[config.mk]
export PLATFORM = sky130hd
export DESIGN_NAME = router_port_drain
export DESIGN_NICKNAME = d
export VERILOG_FILES = /design/src/rtl/router_port_drain.sv
export SDC_FILE = /design/constraint.sdc
export NUM_CORES = 1
export LEC_CHECK = 0
export BUFFER_PORTS_ARGS = -buffer_cell sky130_fd_sc_hd__buf_4
export CORE_UTILIZATION = 45
export DETAILED_ROUTE_END_ITERATION = 7
export PLACE_DENSITY_LB_ADDON = 0.3
export SLEW_MARGIN = 15
export SYNTH_ARGS = -nofsm -noshare
export SYNTH_HDL_FRONTEND = slang
export SYNTH_SLANG_ARGS = --single-unit
[constraint.sdc]
create_clock -name clock -period 6.7 [get_ports clock]
set_input_delay 1.005 -clock clock [delete_from_list [all_inputs] [get_ports clock]]
set_output_delay 1.005 -clock clock [all_outputs]
set_load 0.005 [all_outputs]
[src/rtl/router_port_drain.sv]
// router_port_drain: consumer for one router_1x3 output port; reassembles header/payload/parity
// and reports per-packet status. Saturating packet/error counters exist only with ROUTER_DRAIN_STATS_EN.
//
// state | meaning
// IDLE  | no packet; the first read issued starts one
// HDR   | header byte in flight; capture length and address
// PAY   | payload bytes arriving; XOR into parity accumulator
// PAR   | parity byte in flight; compare with accumulator
// DONE  | one-cycle status pulse; per-packet state cleared
module router_port_drain #(
    parameter int          PORT_ID = 0,
    parameter int unsigned TIMEOUT = 24,
    parameter int unsigned CNT_W   = 16
) (
    input  logic             clock,
    input  logic             resetn,
    input  logic             valid_out,
    input  logic [7:0]       data_out,
    input  logic             hold,
    output logic             read_enb,
    output logic             pkt_done,
    output logic             pkt_ok,
    output logic             parity_err,
    output logic             addr_err,
    output logic             trunc_err,
    output logic [5:0]       pkt_len,
    output logic             in_packet,
    output logic [CNT_W-1:0] pkt_count,
    output logic [CNT_W-1:0] err_count
);

    typedef enum logic [2:0] {IDLE, HDR, PAY, PAR, DONE} state_t;

    localparam int TO_W = $clog2(TIMEOUT + 1);

    state_t          state;
    state_t          state_next;
    logic            rd_q;
    logic [6:0]      issued;
    logic [6:0]      total;
    logic [5:0]      rcvd;
    logic [7:0]      acc;
    logic [TO_W-1:0] to_cnt;
    logic [5:0]      len_q;
    logic            addr_bad;
    logic            par_bad;
    logic            trunc_q;
    logic            active;
    logic            starve;
    logic            to_hit;
    logic            hdr_take;

    assign active   = (state == HDR) || (state == PAY) || (state == PAR);
    assign starve   = active && !valid_out && !rd_q;
    assign to_hit   = starve && (to_cnt == TO_W'(TIMEOUT - 1));
    assign hdr_take = (state == HDR) && rd_q;

    // The header length is used in the very cycle it arrives so byte 2 can be read back-to-back.
    always_comb begin
        total = 7'd1;
        if (hdr_take) begin
            total = {1'b0, data_out[7:2]} + 7'd2;
        end else if ((state == PAY) || (state == PAR)) begin
            total = {1'b0, len_q} + 7'd2;
        end
    end

    assign read_enb = valid_out && !hold && (state != DONE) && (issued < total);

    always_ff @(posedge clock or negedge resetn) begin
        if (!resetn) begin
            state <= IDLE;
        end else begin
            state <= state_next;
        end
    end

    always_comb begin
        state_next = state;
        case (state)
            IDLE: begin
                if (read_enb) state_next = HDR;
            end
            HDR: begin
                if (rd_q) begin
                    state_next = (data_out[7:2] == 6'd0) ? PAR : PAY;
                end else if (to_hit) begin
                    state_next = DONE;
                end
            end
            PAY: begin
                if (rd_q && ((rcvd + 6'd1) == len_q)) begin
                    state_next = PAR;
                end else if (to_hit) begin
                    state_next = DONE;
                end
            end
            PAR: begin
                if (rd_q || to_hit) state_next = DONE;
            end
            DONE: begin
                state_next = IDLE;
            end
            default: begin
                state_next = IDLE;
            end
        endcase
    end

    always_ff @(posedge clock or negedge resetn) begin
        if (!resetn) begin
            rd_q     <= 1'b0;
            issued   <= '0;
            rcvd     <= '0;
            acc      <= '0;
            to_cnt   <= '0;
            len_q    <= '0;
            addr_bad <= 1'b0;
            par_bad  <= 1'b0;
            trunc_q  <= 1'b0;
        end else begin
            rd_q <= read_enb;
            if (state == DONE) begin
                issued   <= '0;
                rcvd     <= '0;
                acc      <= '0;
                to_cnt   <= '0;
                addr_bad <= 1'b0;
                par_bad  <= 1'b0;
                trunc_q  <= 1'b0;
            end else begin
                if (read_enb) issued <= issued + 7'd1;

                if (rd_q) begin
                    to_cnt <= '0;
                end else if (starve) begin
                    to_cnt <= to_cnt + TO_W'(1);
                end

                if (hdr_take) begin
                    len_q    <= data_out[7:2];
                    addr_bad <= (data_out[1:0] != 2'(PORT_ID));
                    acc      <= data_out;
                end

                if ((state == PAY) && rd_q) begin
                    acc  <= acc ^ data_out;
                    rcvd <= rcvd + 6'd1;
                end

                if ((state == PAR) && rd_q) par_bad <= (acc != data_out);

                if (to_hit) trunc_q <= 1'b1;
            end
        end
    end

    // Status flags are only meaningful alongside pkt_done, so they read 0 otherwise.
    assign pkt_done   = (state == DONE);
    assign addr_err   = pkt_done && addr_bad;
    assign parity_err = pkt_done && par_bad;
    assign trunc_err  = pkt_done && trunc_q;
    assign pkt_ok     = pkt_done && !addr_bad && !par_bad && !trunc_q;
    assign pkt_len    = len_q;
    assign in_packet  = active;

`ifdef ROUTER_DRAIN_STATS_EN
    logic [CNT_W-1:0] pkt_cnt_q;
    logic [CNT_W-1:0] err_cnt_q;

    always_ff @(posedge clock or negedge resetn) begin
        if (!resetn) begin
            pkt_cnt_q <= '0;
            err_cnt_q <= '0;
        end else if (pkt_done) begin
            if (pkt_cnt_q != '1) pkt_cnt_q <= pkt_cnt_q + CNT_W'(1);
            if (!pkt_ok && (err_cnt_q != '1)) err_cnt_q <= err_cnt_q + CNT_W'(1);
        end
    end

    assign pkt_count = pkt_cnt_q;
    assign err_count = err_cnt_q;
`else
    assign pkt_count = '0;
    assign err_count = '0;
`endif

endmodule

==> results.md, run 1 <==
Worst setup path:
- The worst setup path is of the reg2out kind.
- For the worst setup path, the data required time is 5.69 ns.
- The critical path goes through and4bb_1 -> mux2_2 -> o21bai_1 -> ha_1 -> a21oi_1 -> o2111ai_1 -> a211oi_4 -> buf_4.
- The type of destination of the critical path is an output port.
- Data arrives at the worst endpoint at 3.64 ns.
- The longest individual stage delay on the worst path is 0.92 ns.
- Of all nets on the critical path, the largest fanout is 30.
- The type of element launching the critical path is a register.
- The slowest library cell on the worst path is sky130_fd_sc_hd__dfrtp_1.

Logic synthesis:
- The cell count after synthesis came out at 331.
- Counting distinct cell types in the post-synthesis netlist gives 51.
- For this run, the leading register cell type out of synthesis is sky130_fd_sc_hd__dfrtp_1.
- Ranked by total cell area, the synthesized netlist is headed by sky130_fd_sc_hd__dfrtp_1, sky130_fd_sc_hd__buf_4, sky130_fd_sc_hd__a21oi_1.
- After synthesis, the share of flip-flops with an asynchronous set or reset is 100%.
- Counting flops and latches in the post-synthesis netlist gives 39.
- The sequential element share of the synthesized area is between 30 and 40%.
- The total of warnings raised by yosys is 0.
- The library cell occupying the most area in the post-synthesis netlist is sky130_fd_sc_hd__dfrtp_1.
- The average instance in the mapped netlist occupies 8.72 um2.
- The area of the mapped netlist is 2890 um2.
- The number of synthesized flops with an enable pin is 0.
- The area fraction of the dominant cell type after synthesis is 33.8%.

Power and ir drop:
- For this design the static power due to leakage is ~0.0013 uW.
- The internal power consumption is 498 uW.
- In this run the power spent charging and discharging nets is around 310 uW.
- Combinational cells account for 33.1% of the total power.
- The clock power share is 22.3%.
- The sequential cell fraction of total power is between 40 and 50%.
- The highest ir drop seen on vdd is 155 uV.
- Net switching is between 30% and 40% of the power.
- The power density over cell area is 265 nW/um2.

CTS:
- The clock transition at the registers of the reported paths is 0.08 ns.
- The post-cts gate resize count is 0.
- The clock tree root buffer cell is sky130_fd_sc_hd__clkbuf_8.
- The TritonCTS clock tree is yes.
- The H-tree depth is 2.
- Counting the buffers created by CTS gives 5.
- The clock reaches the later pin of the worst-skew pair after roughly 0.30 ns.
- In this run the deepest clock path goes through 2 buffers.
- The post-CTS repair timing setup buffer count is 0.
- After clock tree synthesis, the flow added hold-fix buffers numbering 0.
- The tree built by TritonCTS fans out to 39 sinks.

Floorplanning:
- The floorplan die height is approximately 80 um.
- The total area inside the core boundary comes to 6060 um2.
- The die covers 6740 um2.
- The horizontal extent of the die is 82.1 um.
- The initial utilization of the core area, before any placement, comes to 47.6%.
- The number of placement rows is 28.
- 57 I/O pins were placed.

Global route:
- The global route total overflow is 0.
- The initial antenna violation count is 0.
- The via count of the first global-routing pass was about 2100.
- The largest net degree at the start of global routing is 40.
- The first global-routing pass estimated 10400 um of wire.
- The aggregate global-route resource usage is about 20%.

STA:
- Setup repair after global routing left no endpoint under its margin.
- In the final timing run, aggregate negative setup slack is 0 ns.
- The max-slew headroom at the worst pin is 41.6%.
- The achievable frequency is 216 MHz.
- The max-slew violation total from the final report is 0.
- The minimum period implied by the final worst setup slack is 4.64 ns.
- Setup violations remaining at the end of the flow were counted as 0.
- For the final database, setup skew stands at 0.00551 ns.
- In the finished design, the share of the clock period the worst path needs comes to 69.3%.
- The transition time of the tightest slew-check pin is 0.877 ns.
- The count of endpoints failing hold in the final timing report is 0.

Drt:
- The remaining number of nets flagged by the antenna check after routing is 0.
- The number of detailed-route iterations in the first pass is 4.
- Using the TritonRoute via totals, the vias-per-cell ratio works out to 5.67.
- The total via count in the routed design is about 2300.
- The number of DRC markers in iteration 0 is approximately 160.
- The routed wire length is 6140 um.
- For this run, design rule violations remaining after detail routing come to 0.
- The final routed wire length divided by cell count is 14.8 um.

Layout:
- From synthesis to final layout, the design area changed by 5.07%.
- With fillers left out, the area of the finished cells amounts to 3030 um2.
- Leaving out fill and tap cells, the most frequent cells in the layout are sky130_fd_sc_hd__dfrtp_1, sky130_fd_sc_hd__a21oi_1, sky130_fd_sc_hd__conb_1.
- The number of nets in the final layout is 361.
- The layout has 578 filler cells.
- The most common cell after layout, fill and taps aside is sky130_fd_sc_hd__dfrtp_1.
- The count of antenna diodes in the layout is 0.
- The ratio of cells with drive above 1 in the final layout is 12.1%.

Place:
- Port buffering added 24 buffers.
- The placed instances occupy a cell area of 2930 um2.
- At the end of routability-driven placement, the weighted congestion stood at 0.832.
- The HPWL after detailed placement is 4300 um.

Run:
- The tool flagged a number of max-cap violations equal to 0.

Hold path:
- The worst min-delay path class is reg2reg.

Status:
- The flow ran to the end, and the final reports show no timing, DRC or antenna violations.
-- stage by stage --
stage	power (uW)	cells	hold WS (ns)	utilization [%]	setup WS, ns
6_report	805	414	0.494	50.0	2.06
5_1_grt	873	414	0.522	50.0	1.80
3_5_place_dp	630	406	0.481	48.4	2.39
3_3_place_gp	619	406	0.476	48.4	2.47
4_1_cts	810	414	0.492	50.0	2.06
2_1_floorplan	574	362	0.452	-	3.05
-- synthesized netlist by cell type, types with 2 or more instances --
master / n
sky130_fd_sc_hd__nand2_1: 23
sky130_fd_sc_hd__nor4_1: 5
sky130_fd_sc_hd__xor2_1: 11
sky130_fd_sc_hd__nand4_1: 8
sky130_fd_sc_hd__a21oi_1: 38
sky130_fd_sc_hd__buf_4: 32
sky130_fd_sc_hd__clkbuf_1: 18
sky130_fd_sc_hd__inv_1: 7
sky130_fd_sc_hd__nand3_1: 11
sky130_fd_sc_hd__o21bai_1: 3
sky130_fd_sc_hd__or3b_2: 2
sky130_fd_sc_hd__mux2i_1: 8
sky130_fd_sc_hd__nor3_1: 8
sky130_fd_sc_hd__a31oi_1: 2
sky130_fd_sc_hd__xnor2_1: 15
sky130_fd_sc_hd__o221ai_1: 8
sky130_fd_sc_hd__and2b_1: 2
sky130_fd_sc_hd__buf_6: 2
sky130_fd_sc_hd__a22oi_1: 4
sky130_fd_sc_hd__nor2_1: 20
sky130_fd_sc_hd__dfrtp_1: 39
sky130_fd_sc_hd__ha_1: 11
sky130_fd_sc_hd__and3_1: 3
sky130_fd_sc_hd__o21ai_0: 13
sky130_fd_sc_hd__mux2_2: 5
sky130_fd_sc_hd__a311o_1: 8
-- layer usage --
layer  wire length [um]  vias up  GRT usage, %
met4                 51        0          4.91
met3                271        4          3.67
met1               3020     1120          30.0
li1                   -     1144             -
met5                  0        -             0
met2               2800       78          30.7
-- cell families after synthesis --
kind of cell | share of synthesized area (%)
compound gates | 20.2
xor+xnor | 7.89
fa+ha+maj | 4.77
buf+inv | 13.1
flops | 33.8
mux | 4.73
other cells | 0.130
simple gates | 15.4
-- worst paths after layout --
| check | from | to | slack (ns) | cells past startpoint |
|---|---|---|---|---|
| setup / recovery | state[0]$_DFFE_PN0P_ | read_enb | 2.06 | 8 |
| min in group asynchronous | resetn | to_cnt[2]$_DFFE_PN0P_ | 0.67 | 1 |
| hold reg to reg | issued[6]$_DFFE_PN0P_ | issued[6]$_DFFE_PN0P_ | 0.49 | 1 |
| setup reg to reg | state[0]$_DFFE_PN0P_ | state[0]$_DFFE_PN0P_ | 3.09 | 9 |
| max in group asynchronous | resetn | rcvd[5]$_DFFE_PN0P_ | 5.66 | 1 |
| hold / removal | issued[6]$_DFFE_PN0P_ | issued[6]$_DFFE_PN0P_ | 0.49 | 1 |
-- cell type report --
class | count | area (um2) | share of cell area (%)
sequential | 39 | 976 | 32.2
clock buffer | 8 | 100 | 3.30
multi-input combinational | 259 | 1650 | 54.4
inverter | 9 | 33.8 | 1.11
timing repair buffer | 24 | 180 | 5.94
tap | 75 | 93.8 | 3.10
-- critical path, delay by kind of cell (launching register included) --
kind            cells  cell delay, ns
compound gates      4            0.90
fa+ha+maj           1            0.20
buf+inv             1            0.20
flops               1            0.92
mux                 1            0.42
simple gates        1            0.70
-- flip-flops by register name, indices dropped and copies added (netlist names) --
signal,cells
acc,8
issued,7
pkt_len,6
rcvd,6
to_cnt,5
state,3
addr_bad,1
par_bad,1
rd_q,1
trunc_q,1
-- power groups by stage --
stage                     registers, uW  logic, uW  clock network, uW
final                               359        266                179
after global routing                372        307                195
after CTS                           359        268                183
after detailed placement            364        266                  0
after global placement              361        258                  0
after floorplan                     316        258                  0
Note: power is estimated with default switching activity, not from simulation.
==> run 2: changes to the inputs <==
Clock period 6.7 ns to 4.8 ns, I/O delays scaled along.
==> run 2 against run 1 <==
Against the previous run: cell count is 0.72% higher; sequential power is 26% higher; routed wire length is 0.75% higher; die area stayed put; register-to-register slack worse by 1.5 ns; critical path type unchanged; largest cell class unchanged.
==> results.md, run 2 (synthesis results as in run 1) <==
Status:
- The run finished with clean final reports.

Power and ir drop:
- The leakage power summed over all cells is approximately 0.0014 uW.
- For this design the total switching power over the nets is 429 uW.
- The combinational power share is 35.6%.
- Net switching is 35.4% of the power.
- Per report_power, the clock group accounts for 27.2% of the total.
- Power spread over the standard cell area amounts to between 300 and 400 nW/um2.
- Per report_power, the sequential group accounts for 37.2% of the total.
- The highest ir drop seen on vdd is 171 uV.
- The internal power consumption is 782 uW.

Floorplanning:
- In this run the vertical extent of the chip is 82.1 um.
- From left edge to right edge, the die measures just over 80 um.
- The initial core utilization is 47.6%.
- The die footprint is 6740 um2.
- The floorplan has 28 rows.
- The I/O pin count is 57.
- The total core area is 6060 um2.

STA:
- The number of failing setup endpoints in the final timing report is 0.
- The routed design could run at a clock period as short as 3.99 ns.
- The worst pin sits at a relative slew slack of 48.7%.
- The transition time of the tightest slew-check pin is 0.763 ns.
- The worst clock skew is 0.0144 ns.
- The achievable frequency is 251 MHz.
- The worst path uses roughly 83% of the clock period.
- The final-layout setup total negative slack is 0 ns.
- The max-slew violation total from the final report came to 0.
- The count of endpoints failing hold in the final timing report came to 0.
- Setup repair after global routing left no endpoint under its margin.

Global route:
- The first-pass GRT wire length is 10600 um.
- The initial antenna violation count is 0.
- Entering global routing, the biggest net connects 40 pins.
- The aggregate global-route resource usage is 20.8%.
- The global route total overflow is 0.
- The via count of the first global-routing pass is ~2100.

Layout:
- Summing all multi-input logic gate instances after layout gives 1650 um2.
- Once layout is done, the placed cells without fillers occupy 3090 um2.
- The layout has 580 filler cells.
- The largest registers in the layout are acc x8, issued x7.
- The number of nets in the final layout is 364.
- The relative area change from synthesis to final layout is 6.98%.
- The library cell used most frequently in the layout, excluding fill and tap cells, is sky130_fd_sc_hd__dfrtp_1.
- The repair_antennas step left the layout with diodes totalling 0.
- The ratio of cells with drive above 1 in the final layout is 12.9%.
- acc holds more flip-flops than any other register.
- In the layout the commonest cells are sky130_fd_sc_hd__dfrtp_1, sky130_fd_sc_hd__a21oi_1, sky130_fd_sc_hd__conb_1.
- The register with the most flip-flops in the layout has 8 of them.
- The register area is around 980 um2.

CTS:
- Clock-pin slew was measured on the worst setup and hold paths at roughly 0.09 ns.
- Clock tree synthesis found a total of 39 sinks.
- The insertion delay of the later-clocked pin in the worst-skew pair is 0.30 ns.
- The number of setup buffers added after CTS is 0.
- The TritonCTS clock tree is yes.
- The post-cts gate resize count is 0.
- The H-tree was split into 2 levels.
- In this run, post-CTS hold repair placed 0 buffers.
- The number of buffers added by the clock tree synthesis step is 5.
- In this run the deepest clock path goes through 2 buffers.
- The clock tree root buffer cell is sky130_fd_sc_hd__clkbuf_8.

Place:
- The count of buffers added on input and output ports is 24.
- Routability-driven placement finished with a final weighted congestion of 0.817.
- The post-placement cell area is 2950 um2.
- The HPWL after detailed placement is 4310 um.

Hold path:
- The worst min-delay path class is in2async.

Drt:
- The number of DRC markers in iteration 0 is between 150 and 200.
- The final route contains approximately 2300 vias.
- The ratio of routed vias to standard cells is 5.63.
- For this run, the detailed router's first-pass iteration total came to 4.
- The routed wire length is 6190 um.
- The final routed wire length divided by cell count is 14.8 um.
- Once detail routing completed, the nets flagged for antenna violations numbered 0.
- After detailed routing, the number of remaining DRC violations is 0.

Worst setup path:
- STA puts the critical path data arrival time at approximately 3.3 ns.
- Along the worst path, the maximum fanout reaches 17.
- In this design, the largest share of critical-path delay is due to compound AO/OA/AOI/OAI gates.
- In this run the critical register-to-register path is captured at state[0]$_DFFE_PN0P_.
- The critical path is of the reg2out type.
- In this run the register-to-register setup slack is 1.59 ns.
- The buffers plus inverters on the worst setup path is 1.
- The critical path goes through and4bb_1 -> mux2_2 -> o21bai_1 -> ha_1 -> a21oi_1 -> o2111ai_1 -> a211oi_4 -> buf_4.
- For this design, the slowest cell found on the critical path is sky130_fd_sc_hd__and4bb_1.
- The path depth of the worst reg2reg path is 9.
- At the worst endpoint, the required time is between 4 and 5 ns.
- STA classifies the critical path endpoint as an output port.
- The source of the worst register-to-register timing path is state[2]$_DFFE_PN0P_.
- The type of element launching the critical path is a register.
- The longest individual stage delay on the worst path is 0.74 ns.

Run:
- The count of maximum capacitance violations is 0.
-- run 2: changes by cell type in the layout (fill, tap and decap cells not counted) --
cell,before,now
sky130_fd_sc_hd__bufinv_16,0,2
sky130_fd_sc_hd__buf_4,24,27
sky130_fd_sc_hd__clkbuf_8,7,5
-- run 2: per-layer routing --
layer | part of all wire, % | global-route usage [%] | routed length (um)
met1 | 47 | 29.7 | 2910
met2 | 44 | 30.7 | 2750
met3 | 7.5 | 5.22 | 467
met4 | 0.97 | 6.32 | 60
met5 | 0 | 0 | 0
-- run 2: cell type report --
cell class	instances	area share, %
Sequential cell	39	31.6
Timing Repair Buffer	27	6.57
Inverter	9	1.09
Tap cell	75	3.04
Clock inverter	2	1.95
Clock buffer	6	2.35
Multi-Input combinational cell	259	53.4
-- run 2: stage by stage --
step / util [%] / worst slack (ns) / std cells / hold slack (ns) / power (uW)
floorplan: - / 1.72 / 362 / 0.424 / 802
global placement: 48.7 / 1.20 / 409 / 0.477 / 876
detailed placement: 48.7 / 1.11 / 409 / 0.507 / 891
CTS: 50.9 / 0.798 / 417 / 0.407 / 1220
global route: 50.9 / 0.541 / 417 / 0.425 / 1310
finish: 50.9 / 0.811 / 417 / 0.392 / 1210
-- run 2: worst max-delay path by stage --
stage               slack, ns                  from  endpoint  cells after the start
floorplan                1.72           data_out[5]  read_enb                      8
global placement         1.20  state[2]$_DFFE_PN0P_  read_enb                      8
detailed placement       1.11  state[2]$_DFFE_PN0P_  read_enb                      8
CTS                      0.80  state[2]$_DFFE_PN0P_  read_enb                      8
global route             0.54  state[2]$_DFFE_PN0P_  read_enb                      8
finish                   0.81  state[2]$_DFFE_PN0P_  read_enb                      8
-- run 2: power by group through the flow --
stage	Sequential, uW	Combinational (uW)	Clock [uW]
floorplan	441	360	0
global placement	455	421	0
detailed placement	456	434	0
CTS	451	436	334
global route	461	503	351
finish	451	431	329
